[src/rtl/tick_pkg.sv]
// rtl/tick_pkg.sv - shared timebase types: FSM encoding and tap bit mapping
package tick_pkg;

    typedef enum logic [1:0] {
        HALT  = 2'd0,
        RUN   = 2'd1,
        BURST = 2'd2
    } tick_state_e;

    // Geometric spread of NTAPS taps across a WIDTH-bit counter, first tap at bit 0, last at the MSB
    function automatic int tap_bit(input int i, input int width, input int ntaps);
        return (i * (width - 1)) / (ntaps - 1);
    endfunction

endpackage

[src/rtl/tap_strobe_gen.sv]
// rtl/tap_strobe_gen.sv - registered one-cycle tap strobes from the pre-advance count
module tap_strobe_gen
    import tick_pkg::*;
#(
    parameter int WIDTH = 27,
    parameter int NTAPS = 6
) (
    input  logic             clk,
    input  logic             rst,
    input  logic [WIDTH-1:0] cnt_i,
    input  logic             adv_i,
    input  logic             sync_i,
    output logic [NTAPS-1:0] taps_o
);

    logic [WIDTH-1:0] cnt_nxt;
    logic [NTAPS-1:0] fire;
    logic [NTAPS-1:0] taps_q;
    logic [NTAPS-1:0] taps_d;

    assign cnt_nxt = cnt_i + WIDTH'(1);

    // A tap fires when the new count has bit B set and all bits below it clear; the wrap to 0 never matches
    for (genvar g = 0; g < NTAPS; g++) begin : g_tap
        localparam int B = tap_bit(g, WIDTH, NTAPS);
        localparam logic [WIDTH-1:0] LOW_MASK = (WIDTH'(1) << B) - WIDTH'(1);
        assign fire[g] = cnt_nxt[B] && ((cnt_nxt & LOW_MASK) == '0);
    end

    always_comb begin
        taps_d = '0;
        if (adv_i && !sync_i) begin
            taps_d = fire;
        end
    end

    always_ff @(posedge clk) begin
        if (rst) begin
            taps_q <= '0;
        end else begin
            taps_q <= taps_d;
        end
    end

    assign taps_o = taps_q;

endmodule

[src/rtl/tap_prescaler.sv]
// rtl/tap_prescaler.sv - free-running prescale timebase with run/halt/burst control and tap strobes
module tap_prescaler
    import tick_pkg::*;
#(
    parameter int WIDTH = 27,
    parameter int NTAPS = 6,
    parameter int STEPW = 16
) (
    input  logic             clk,
    input  logic             rst,
    input  logic             run,
    input  logic             step_req,
    input  logic [STEPW-1:0] step_n,
    input  logic             sync,
    output logic [NTAPS-1:0] taps,
    output logic [WIDTH-1:0] cnt,
    output logic             busy,
    output logic             step_done
);

    tick_state_e      state_q, state_d;
    logic [WIDTH-1:0] cnt_q, cnt_d;
    logic [STEPW-1:0] rem_q, rem_d;
    logic             done_q, done_d;
    logic             adv;

    always_comb begin
        state_d = state_q;
        cnt_d   = cnt_q;
        rem_d   = rem_q;
        done_d  = 1'b0;
        adv     = 1'b0;
        if (sync) begin
            // Realign phase; a burst in flight is abandoned without a completion pulse
            cnt_d = '0;
            rem_d = '0;
            if (state_q == BURST) begin
                state_d = HALT;
            end
        end else begin
            unique case (state_q)
                HALT: begin
                    if (run) begin
                        state_d = RUN;
                    end else if (step_req) begin
                        if (step_n != '0) begin
                            state_d = BURST;
                            rem_d   = step_n;
                        end else begin
                            done_d = 1'b1;
                        end
                    end
                end
                RUN: begin
                    if (run) begin
                        adv = 1'b1;
                    end else begin
                        state_d = HALT;
                    end
                end
                BURST: begin
                    adv   = 1'b1;
                    rem_d = rem_q - STEPW'(1);
                    if (rem_q == STEPW'(1)) begin
                        state_d = HALT;
                        done_d  = 1'b1;
                    end
                end
                default: state_d = HALT;
            endcase
            if (adv) begin
                cnt_d = cnt_q + WIDTH'(1);
            end
        end
    end

    always_ff @(posedge clk) begin
        if (rst) begin
            state_q <= HALT;
            cnt_q   <= '0;
            rem_q   <= '0;
            done_q  <= 1'b0;
        end else begin
            state_q <= state_d;
            cnt_q   <= cnt_d;
            rem_q   <= rem_d;
            done_q  <= done_d;
        end
    end

    tap_strobe_gen #(
        .WIDTH (WIDTH),
        .NTAPS (NTAPS)
    ) u_strobe (
        .clk    (clk),
        .rst    (rst),
        .cnt_i  (cnt_q),
        .adv_i  (adv),
        .sync_i (sync),
        .taps_o (taps)
    );

    assign cnt       = cnt_q;
    assign busy      = (state_q == BURST);
    assign step_done = done_q;

endmodule

[config.mk]
export PLATFORM = sky130hd
export DESIGN_NAME = tap_prescaler
export DESIGN_NICKNAME = d
export VERILOG_FILES = /design/src/rtl/tick_pkg.sv /design/src/rtl/tap_strobe_gen.sv /design/src/rtl/tap_prescaler.sv
export SDC_FILE = /design/constraint.sdc
export NUM_CORES = 1
export LEC_CHECK = 0
export ABC_AREA = 1
export CAP_MARGIN = 20
export CELL_PAD_IN_SITES_DETAIL_PLACEMENT = 1
export CELL_PAD_IN_SITES_GLOBAL_PLACEMENT = 1
export CORE_MARGIN = 5
export CORE_UTILIZATION = 40
export DETAILED_ROUTE_END_ITERATION = 10
export HOLD_SLACK_MARGIN = 0.12
export PLACE_DENSITY = 0.95
export SLEW_MARGIN = 10
export SYNTH_ARGS = -nofsm -noshare
export SYNTH_HDL_FRONTEND = slang
export SYNTH_SLANG_ARGS = --single-unit
[constraint.sdc]
create_clock -name clk -period 5.45 [get_ports clk]
set_clock_uncertainty 0.1 [all_clocks]
set_input_delay 1.3625 -clock clk [delete_from_list [all_inputs] [get_ports clk]]
set_output_delay 1.3625 -clock clk [all_outputs]
set_load 0.01 [all_outputs]
* Word-level counts from Yosys, hierarchy flattened
Cells that the tools add are included.
Operators by class: eq/ne operators 11, bitwise gates (word level) 1, $add $sub $neg 2, reduce and logical (&&, ||, !) cells 19, multiply operators 0, $lt $le $gt $ge 0, div/mod/pow operators 0, shift-type cells 0, muxes and demuxes 21
Operators by type and width (count):
- $logic_not 27->1 | 5
- $mux 16 | 3
- $pmux 16 s2 | 1
- $add 27x1->27 const B | 1
- $eq 16x1->1 const B | 1
- $reduce_bool 16->1 | 1
- $sub 16x1->16 const B | 1
- $mux 2 | 7
- $ne 4x4->1 const B | 2
- $mux 1 | 7
- $logic_and 1x1->1 | 6
- $ne 2x2->1 const B | 3
- $pmux 2 s3 | 1
- $reduce_and 5->1 | 1
- $pmux 1 s2 | 2
- $reduce_and 4->1 | 1
- $reduce_or 2->1 | 2
- $ne 3x2->1 const B | 1
- $ne 3x3->1 const B | 1
- $eq 2x1->1 const B | 1
- $eq 2x2->1 const B | 1
- $logic_not 2->1 | 1
- $ne 2x1->1 const B | 1
- $reduce_bool 2->1 | 1
- other kinds (2) | 2
Word-level totals: memories 0, input bits 21, bits in read-only memories 0, output and inout bits 35, word-level logic and storage cells 59, latch bits 0, memory bits (writable) 0, register bits 52

* Depth between registers and ports, before layout
Gate-level depths: netlist of the first run.
depth in word-level cells 7, mapped depth 13, mapped depth without buffers 13

* Hierarchy
A second synthesis of the first run with hierarchy kept.
Second synthesis, totals: cells, all modules 679, area, all modules 3863.7 sq um
By module, submodules not included:
- tap_prescaler | times used 1, area each 2920.3 sq um, cells an instance 495, sequential area each 920.9 sq um
- tap_strobe_gen | times used 1, area each 943.4 sq um, cells an instance 184, sequential area each 120.1 sq um

* Worst setup path after synthesis of the first run
Ideal clock, no wire load.
kind input port to flip-flop, start input port step_n[0], end register rem_q[9], buffers on the path 2, path slack 2.948 ns, required time 5.264 ns, stages on the path 9, arrival 2.316 ns, library setup time 0.086 ns, cells stage by stage nor2_1 nand2_1 nor2_1 nand2_1 nand3_1 nand2_1 buf_2 buf_2 a211oi_1
Between the ends: cells in the longest elaborated chain, start to end 3
RTL lines:
- start: declaration | line tap_prescaler.sv:13 | input logic [STEPW-1:0] step_n,
- $reduce_bool 16->1 | line tap_prescaler.sv:46 | if (step_n != '0) begin
- $ne 2x2->1 (no source line)
- $reduce_and 4->1 (no source line)
- end signal: assignment | line tap_prescaler.sv:86 | rem_q <= rem_d;
- end: declaration | line tap_prescaler.sv:23 | logic [STEPW-1:0] rem_q, rem_d;
Every way passes these cells. A chain may end at the register's enable or synchronous reset.

* Worst setup path in the final report of the first run
start input port sync, end register u_strobe.taps_q[3] (netlist: u_strobe.taps_o[3])
Between the ends: cells in the longest elaborated chain, start to end 4, elaborated cells on any way between the ends 5, classes of those cells mux: 1; bitwise: 1; reduce/logical: 3
RTL lines:
- start: declaration | line tap_prescaler.sv:14 | input logic sync,
- $mux 1 or $logic_not 1->1 (tied branches) | line tap_prescaler.sv:33, tap_strobe_gen.sv:32
- $logic_and 1x1->1 (*) | line tap_strobe_gen.sv:32 | if (adv_i && !sync_i) begin
- $not 1->1 (no source line) (*)
- $reduce_or 2->1 (no source line) (*)
- end signal: assignment | line tap_strobe_gen.sv:41 | taps_q <= taps_d;
- end: declaration | line tap_strobe_gen.sv:18 | logic [NTAPS-1:0] taps_q;
Mark *: on every way between the ends. The rest lies on a longest branch, timed or not.

==> impl_results.md, run 1 <==
* Status: complete, no violations
* Crit end category: flop
* First-pass GRT wire length at 17800 um
* Final worst path period share at 0.667
* Synth area leaders: dfxtp_1 (32%), nand2_1 (17%), nor2_1 (7.3%)
* Reg2reg path depth at 9
* Seq. cell area at 0.00104 sq mm
* FF-to-FF End: rem_q[1]
* Worst Hold Class: reg -> reg
* Post-synthesis async set-or-reset flop share at 0
* Synth unique cells at 36
* Synth Area per Inst at 6.36 sq um
* RSZ-0062 raised after global routing: no
* Worst hold slack at 391 ps
* Ys flop type: dfxtp_1
* Initial antenna violation count at 0
* DRT Pass-1 Iters at 4
* Power Total at 0.729 mW
* 1st-iter DRT viols at 165
* Max-cap violations at 0
* Placeable Area at 0.00813 sq mm
* Setup CP Type: in -> reg
* EDFF count, synth at 0
* Yosys warnings at 0
* P_leak at 1.52 nW
* Clock sinks at 52
* Syn_nets at 545
* Pwr per Cell Area at 181 mW/mm^2
* Layout cell share with drive strength beyond 1 at 0.0895
* Post-synth top area cell: dfxtp_1
* Largest net degree at the start of global routing at 28
* Final Max Slew Viols at 0
* TritonCTS Buffers at 5
* Multi-input gate area at 0.00199 sq mm
* Final TNS setup at 0 ps
* Area fraction of the dominant cell type after synthesis at 0.316
* DR WL/cell at 15.8 um
* CP arrival at 3780 ps
* Clk slew on worst S/H paths at 90 ps
* Synth top cells by count: nand2_1 (146), nor2_1 (64), dfxtp_1 (52)
* Die height at 101 um
* Startpoint types: input pin
* Vias per cell at 5.28
* IO Pins at 56
* Final hold vios at 0
* Hold depth at 2
* Root Buffer: clkbuf_8
* Final Worst Setup Slack at 1810 ps
* Setup bufs post-CTS at 0
* Starting Density at 0.404
* Via count at 3567
* Crit path time final at 3640 ps
* Gr usage total at 0.217
* CP max FO at 16
* DP Worst Slack at 1550 ps
* DRC at 0
* Area delta synth->final at 22.1%
* Fillers at 1102
* Final core occ at 0.494
* Layout net count at 598
* Most frequent cell after synthesis: nand2_1
* Peak supply drop at 0.0979 mV
* Htree depth at 2
* Die area at 0.0101 sq mm
* Reg2reg setup slack at 3000 ps
* Vias in the first global route at 3749
* Setup violations, final at 0
* Final WL at 10700 um
* IO buf count at 55
* FP Rows at 33
* DRT antenna net count at 0
* Min-delay src: state_q[0]
* #FFs+latches synth at 52
* GR Overflow Total at 0
* Die width at 101 um
* Quantity of gates resized following cts at 0
* DP Wirelength at 8360 um
* Register area share after synthesis at 0.316
* Max Clk Rate at 275 MHz
* Max_slew headroom at 0.494
* Mapped cell area at 0.00329 sq mm
* Critical R2R Launch: state_q[0]
* N_diodes at 0
* CTS tree: done
* Clock Latency Late Sink at 310 ps
* Post-Syn Instances at 517
* Clock Tree Buf Depth at 2
* CTS Hold Bufs at 0
* RD Place Congestion at 0.895
* CP required at 5600 ps
* Worst Hold End: state_q[0]
* Slew @ Worst Pin at 756 ps
==> metal layers <==
metal	GRT usage	wire length, um	vias to the layer above
li1	-	-	1771
met1	0.275	4770	1684
met2	0.377	5170	91
met3	0.0374	514	21
met4	0.0611	207	0
met5	0	0	-
==> cell type report <==
type                       count  share of cell area
inverter                      57              0.0533
clock buffer                   6              0.0181
clock inverter                 1             0.00125
timing repair buffer          57               0.141
multi-input combinational    397               0.495
tap                          105              0.0327
sequential                    52               0.259
==> registers in the layout, indices dropped and copies added, names as in the netlist <==
signal / flops
step_done: 1
rem_q: 16
cnt: 27
state_q: 2
u_strobe.taps_o: 6
==> critical path, cell delays in order <==
cell             delay, ps
clkdlybuf4s50_1        470
nor2_1                 620
inv_2                  240
nor2_2                 160
buf_4                  230
inv_1                  230
or2_2                  370
nor2_1                  90
==> worst max path at each step <==
stage,slack (ps),from,cells after the start,end
final,1810,sync,8,u_strobe.taps_o[3]
after global routing,1660,sync,8,cnt[15]
after CTS,1870,sync,8,u_strobe.taps_o[3]
after detailed placement,1550,sync,8,u_strobe.taps_o[3]
after global placement,1620,sync,8,u_strobe.taps_o[3]
after floorplan,2950,step_n[0],9,rem_q[9]
==> through the flow <==
step,instance area (sq um),std cells
after floorplan,3290,517
after global placement,3940,668
after detailed placement,3940,668
after CTS,4020,675
after global routing,4020,675
final,4020,675
==> cells by family after synthesis <==
| logic type | share of synthesized area |
|---|---|
| flip-flops | 0.316 |
| AND/OR/NAND/NOR | 0.410 |
| buffers and inverters | 0.0791 |
| XOR/XNOR | 0.0369 |
| AO/OA/AOI/OAI | 0.130 |
| adder cells (fa/ha/maj) | 0.0266 |
==> where the power goes <==
part	leakage, nW	switching [mW]	total [mW]	internal (mW)
clock network	0.0410	0.129	0.217	0.0879
registers	0.420	0.00614	0.391	0.385
logic	1.06	0.0761	0.121	0.0445
total	1.52	0.211	0.729	0.518
==> layout by cell type, fill, tap and decap left out, types with 7 or more instances in the layout <==
cell and count:
a21oi_1 20, clkdlybuf4s50_1 55, dfxtp_1 52, ha_1 7
inv_1 48, inv_2 9, nand2_1 146, nand2_2 7
nand3_1 30, nand4_1 10, nor2_1 64, nor2_2 12
nor3_1 9, o21ai_0 37, xor2_1 11
(Power assumes the default switching activity.)
==> run 2, diff against run 1 <==
CORE_UTILIZATION = 37   (was 40)
PLACE_DENSITY = 0.9   (was 0.95)
clock period = 3.75 ns   (was 5.45 ns; I/O delays follow)
==> impl_results.md, run 2 (same netlist as run 1, synthesis figures left out) <==
* Power Total at 1.10 mW (was 0.729 mW)
* Vias per cell at 5.35 (was 5.28)
* Fillers at 1178 (was 1102)
* P_int at 0.778 mW (was 0.518 mW)
* Initial antenna violation count at 0 (unchanged)
* Largest net degree at the start of global routing at 28 (unchanged)
* Peak supply drop at 0.159 mV (was 0.0979 mV)
* DP Wirelength at 8770 um (was 8360 um)
* Htree depth at 2 (unchanged)
* Final Max Slew Viols at 0 (unchanged)
* Max-cap violations at 0 (unchanged)
* Die width at 104 um (was 101 um)
* CP required at 2710 ps (was 5600 ps)
* GR Overflow Total at 0 (unchanged)
* Slew @ Worst Pin at 516 ps (was 756 ps)
* DR WL/cell at 16.3 um (was 15.8 um)
* IO Pins at 56 (unchanged)
* Setup CP Type: reg -> out (was in -> reg)
* Psw at 0.319 mW (was 0.211 mW)
* Final WL at 11100 um (was 10700 um)
* Gr usage total at 0.201 (was 0.217)
* Max reg flops at 27 (unchanged)
* Layout net count at 600 (was 598)
* IO buf count at 55 (unchanged)
* Clock share of power at 0.317 (was 0.297)
* Area delta synth->final at 23.1% (was 22.1%)
* Root Buffer: clkbuf_8 (unchanged)
* RD Place Congestion at 0.912 (was 0.895)
* RSZ-0062 raised after global routing: no (unchanged)
* Setup bufs post-CTS at 0 (unchanged)
* Dpl cells at 673 (was 668)
* CTS Hold Bufs at 0 (unchanged)
* Clock Latency Late Sink at 320 ps (was 310 ps)
* Clock Tree Buf Depth at 2 (unchanged)
* Startpoint types: flop (was input pin)
* Starting Density at 0.379 (was 0.404)
* DRC at 0 (unchanged)
* Non-filler cells, final at 681 (was 675)
* DP Worst Slack at 770 ps (was 1550 ps)
* Vias in the first global route at 3880 (was 3749)
* Pwr per Cell Area at 271 mW/mm^2 (was 181 mW/mm^2)
* Placeable Area at 0.00868 sq mm (was 0.00813 sq mm)
* DRT antenna net count at 0 (unchanged)
* Final core occ at 0.467 (was 0.494)
* Quantity of gates resized following cts at 0 (unchanged)
* Clock sinks at 52 (unchanged)
* Layout cell share with drive strength beyond 1 at 0.0925 (was 0.0895)
* Max Clk Rate at 356 MHz
* Setup violations, final at 0 (unchanged)
* Sw frac at 0.291 (was 0.290)
* Most frequent cells in the layout: nand2_1 (146), nor2_1 (64), clkdlybuf4s50_1 (55) (unchanged)
* Final Worst Setup Slack at 942 ps (was 1810 ps)
* CTS tree: done (unchanged)
* Crit path time final at 2810 ps
* P_leak at 1.54 nW (was 1.52 nW)
* Clk slew on worst S/H paths at 90 ps (about the same)
* Final worst path period share at 0.749
* N_diodes at 0 (unchanged)
* Die area at 0.0109 sq mm (was 0.0101 sq mm)
* Die height at 104 um (was 101 um)
* Combinational share of power at 0.164 (was 0.166)
* Commonest non-fill, non-tap cell in the layout: nand2_1 (unchanged)
* Status: complete, no violations (unchanged)
* Max_slew headroom at 0.653 (was 0.494)
* DRT Pass-1 Iters at 4 (unchanged)
* TritonCTS Buffers at 5 (unchanged)
* CP arrival at 1770 ps (was 3780 ps)
* Worst Hold Class: reg -> reg (unchanged)
* Via count at 3644 (was 3567)
* FP Rows at 34 (was 33)
* CP max FO at 27 (was 16)
* Crit end category: output port (was flop)
* First-pass GRT wire length at 18300 um (was 17800 um)
* 1st-iter DRT viols at 112 (was 165)
* Final hold vios at 0 (unchanged)
* Final TNS setup at 0 ps (unchanged)
* Seq pwr share at 0.519 (was 0.537)
run 2: area by class of cell:
type                            instances  area, sq um  share of cell area
Inverter                               57          214              0.0528
Timing Repair Buffer                   59          581               0.143
Clock buffer                            8         90.1              0.0222
Tap cell                              108          135              0.0334
Multi-Input combinational cell        397         1990               0.491
Sequential cell                        52         1040               0.257
run 2: power by group through the flow:
| stage | combinational [mW] | clock, mW | sequential, mW |
|---|---|---|---|
| after global routing | 0.200 | 0.373 | 0.570 |
| after global placement | 0.171 | 0 | 0.581 |
| final | 0.179 | 0.348 | 0.569 |
| after detailed placement | 0.177 | 0 | 0.582 |
| after CTS | 0.179 | 0.353 | 0.569 |
| after floorplan | 0.114 | 0 | 0.579 |
run 2: critical path, stage by stage, from the launching register on:
cell and delay, ps:
dfxtp_1 340, inv_1 80, ha_1 150, buf_4 290, clkdlybuf4s50_1 600
run 2: layer usage:
metal,global-route usage,up-vias,wire (um)
met5,0,-,0
met4,0.0685,0,191
met3,0.0385,18,508
met2,0.357,81,5530
met1,0.241,1766,4850
li1,-,1779,-
run 2: final timing paths:
check,slack [ps],end,start,cells after the start
max reg2reg,1420,cnt[26],state_q[0],10
min reg2reg,400,state_q[0],state_q[0],2
max,940,busy,state_q[0],4
min,400,state_q[0],state_q[0],2
run 2: per-stage QoR:
step	hold slack (ps)	area [sq um]
2_1_floorplan	351	3290
3_3_place_gp	369	3960
3_5_place_dp	389	3960
4_1_cts	406	4050
5_1_grt	429	4050
6_report	396	4050
==> run 3, diff against run 2 <==
clock period = 2.8 ns   (was 3.75 ns; I/O delays follow)
==> impl_results.md, run 3 (same netlist as run 1, synthesis figures left out) <==
* Status: complete, no violations (unchanged)
* Final hold vios at 0 (unchanged)
* Grt met1 use at 0.249 (was 0.241)
* Slew @ Worst Pin at 420 ps (was 516 ps)
* CP required at 2950 ps (was 2710 ps)
* Largest net degree at the start of global routing at 27 (was 28)
* Most frequent cells in the layout: nand2_1 (146), nor2_1 (64), clkdlybuf4s50_1 (55) (unchanged)
* Startpoint types: input pin (was flop)
* Clk slew on worst S/H paths at 100 ps (was 90 ps)
* Crit end category: flop (was output port)
* Setup violations, final at 0 (unchanged)
* Non-filler cells, final at 681 (unchanged)
* Clock Latency Late Sink at 320 ps (about the same)
* Max_slew headroom at 0.718 (was 0.653)
* Root Buffer: clkbuf_8 (unchanged)
* Vias per cell at 5.37 (was 5.35)
* RSZ-0062 raised after global routing: no (unchanged)
* Combinational share of power at 0.140 (was 0.164)
* Area delta synth->final at 25.2% (was 23.1%)
* TritonCTS Buffers at 5 (unchanged)
* Placed Area at 0.00396 sq mm (unchanged)
* Multi-input gate area at 0.00199 sq mm (unchanged)
* Max-cap violations at 0 (unchanged)
* Clock sinks at 52 (unchanged)
* Min-delay src: state_q[0] (unchanged)
* Commonest non-fill, non-tap cell in the layout: nand2_1 (unchanged)
* IO Pins at 56 (unchanged)
* CTS Hold Bufs at 0 (unchanged)
* Met2 GRT Util at 0.359 (was 0.357)
* Setup bufs post-CTS at 0 (unchanged)
* Die width at 104 um (unchanged)
* DRT antenna net count at 0 (unchanged)
* P_leak at 1.57 nW (was 1.54 nW)
* Die height at 104 um (unchanged)
* Final Worst Setup Slack at 477 ps (was 942 ps)
* Power Total at 1.73 mW (was 1.10 mW)
* Fillers at 1165 (was 1178)
* Reg2reg setup slack at 520 ps (was 1420 ps)
* Placeable Area at 0.00868 sq mm (unchanged)
* Layout cell share with drive strength beyond 1 at 0.0960 (was 0.0925)
* RD Place Congestion at 0.882 (was 0.912)
* DP Wirelength at 8630 um (was 8770 um)
* Psw at 0.440 mW (was 0.319 mW)
* Final TNS setup at 0 ps (unchanged)
* CP arrival at 2470 ps (was 1770 ps)
* GR Overflow Total at 0 (unchanged)
* Clock Tree Buf Depth at 2 (unchanged)
* Setup CP Type: in -> reg (was reg -> out)
* Vias in the first global route at 3861 (was 3880)
* Via count at 3657 (was 3644)
* CTS tree: done (unchanged)
* DRC at 0 (unchanged)
* N_diodes at 0 (unchanged)
* Sw frac at 0.255 (was 0.291)
* Worst Hold Class: reg -> reg (unchanged)
* 1st-iter DRT viols at 125 (was 112)
* Grt peak-use layer: met2 (unchanged)
* CP max FO at 13 (was 27)
* Seq pwr share at 0.442 (was 0.519)
* Worst Hold End: state_q[0] (unchanged)
* Final Max Slew Viols at 0 (unchanged)
* Seq. cell area at 0.00104 sq mm (unchanged)
* Hold depth at 2 (unchanged)
* Peak supply drop at 0.210 mV (was 0.159 mV)
* Met3 usage at 0.0428 (was 0.0385)
* First-pass GRT wire length at 18600 um (was 18300 um)
* DRT Pass-1 Iters at 4 (unchanged)
* Dpl cells at 673 (unchanged)
* Layout net count at 600 (unchanged)
* Pwr per Cell Area at 419 mW/mm^2 (was 271 mW/mm^2)
* Quantity of gates resized following cts at 0 (unchanged)
* Post-route cell area at 0.00412 sq mm (was 0.00405 sq mm)
* Die area at 0.0109 sq mm (unchanged)
* Clock share of power at 0.419 (was 0.317)
* Gr usage total at 0.206 (was 0.201)
* P_int at 1.29 mW (was 0.778 mW)
* Crit path time final at 2320 ps
* Final WL at 11100 um (about the same)
* Max Clk Rate at 431 MHz
* Max reg flops at 27 (unchanged)
* Reg2reg path depth at 10 (unchanged)
* Final worst path period share at 0.830
* FP Rows at 34 (unchanged)
* Critical R2R Launch: state_q[0] (unchanged)
* DP Worst Slack at 190 ps (was 770 ps)
* Htree depth at 2 (unchanged)
* Starting Density at 0.379 (unchanged)
* Initial antenna violation count at 0 (unchanged)
* IO buf count at 55 (unchanged)
* FF-to-FF End: u_strobe.taps_o[3] (was cnt[26])
* DR WL/cell at 16.3 um (about the same)
==> run 3: cell types whose count changed in the layout (fill, tap and decap cells not counted), sizes merged <==
cell	before	now
bufinv	0	3
clkbuf	8	5
==> run 3: final cells by class <==
class / count / area share
Clock inverter: 3 / 0.0219
Tap cell: 108 / 0.0328
Sequential cell: 52 / 0.253
Multi-Input combinational cell: 397 / 0.483
Inverter: 57 / 0.0520
Clock buffer: 5 / 0.0167
Timing Repair Buffer: 59 / 0.141
==> run 3: how the worst max path moves through the flow <==
stage	start	end	slack, ps
after floorplan	step_n[0]	rem_q[9]	960
after detailed placement	step_n[14]	rem_q[11]	190
after CTS	step_n[14]	rem_q[11]	500
after global placement	step_n[14]	rem_q[11]	340
after global routing	step_n[14]	rem_q[11]	310
final	step_n[14]	rem_q[11]	480
==> run 3: metal layers <==
| layer | vias up | share of wire |
|---|---|---|
| met5 | - | 0 |
| met4 | 0 | 0.020 |
| met3 | 19 | 0.036 |
| met2 | 71 | 0.50 |
| met1 | 1791 | 0.44 |
| li1 | 1776 | - |
==> run 3: stage by stage <==
step | utilization | hold WS (ps)
after detailed placement | 0.456 | 378
after CTS | 0.474 | 394
after global placement | 0.456 | 370
after global routing | 0.474 | 444
after floorplan | - | 351
final | 0.474 | 393
==> run 3: worst max-delay path, cell delays in order <==
cell and delay (ps):
clkdlybuf4s50_1 430, nor2_1 210, nand2_1 80, nor2_1 180, nand2_1 110, nand3_1 80
nand2_1 60, inv_1 290, o21ai_0 160, a21oi_1 180
==> run 3: power by group through the flow <==
stage          registers [mW]  logic (mW)  clock network, mW
4_1_cts                 0.762       0.241              0.734
3_5_place_dp            0.779       0.237                  0
3_3_place_gp            0.778       0.227                  0
2_1_floorplan           0.775       0.153                  0
5_1_grt                 0.764       0.270              0.769
6_report                0.762       0.241              0.723
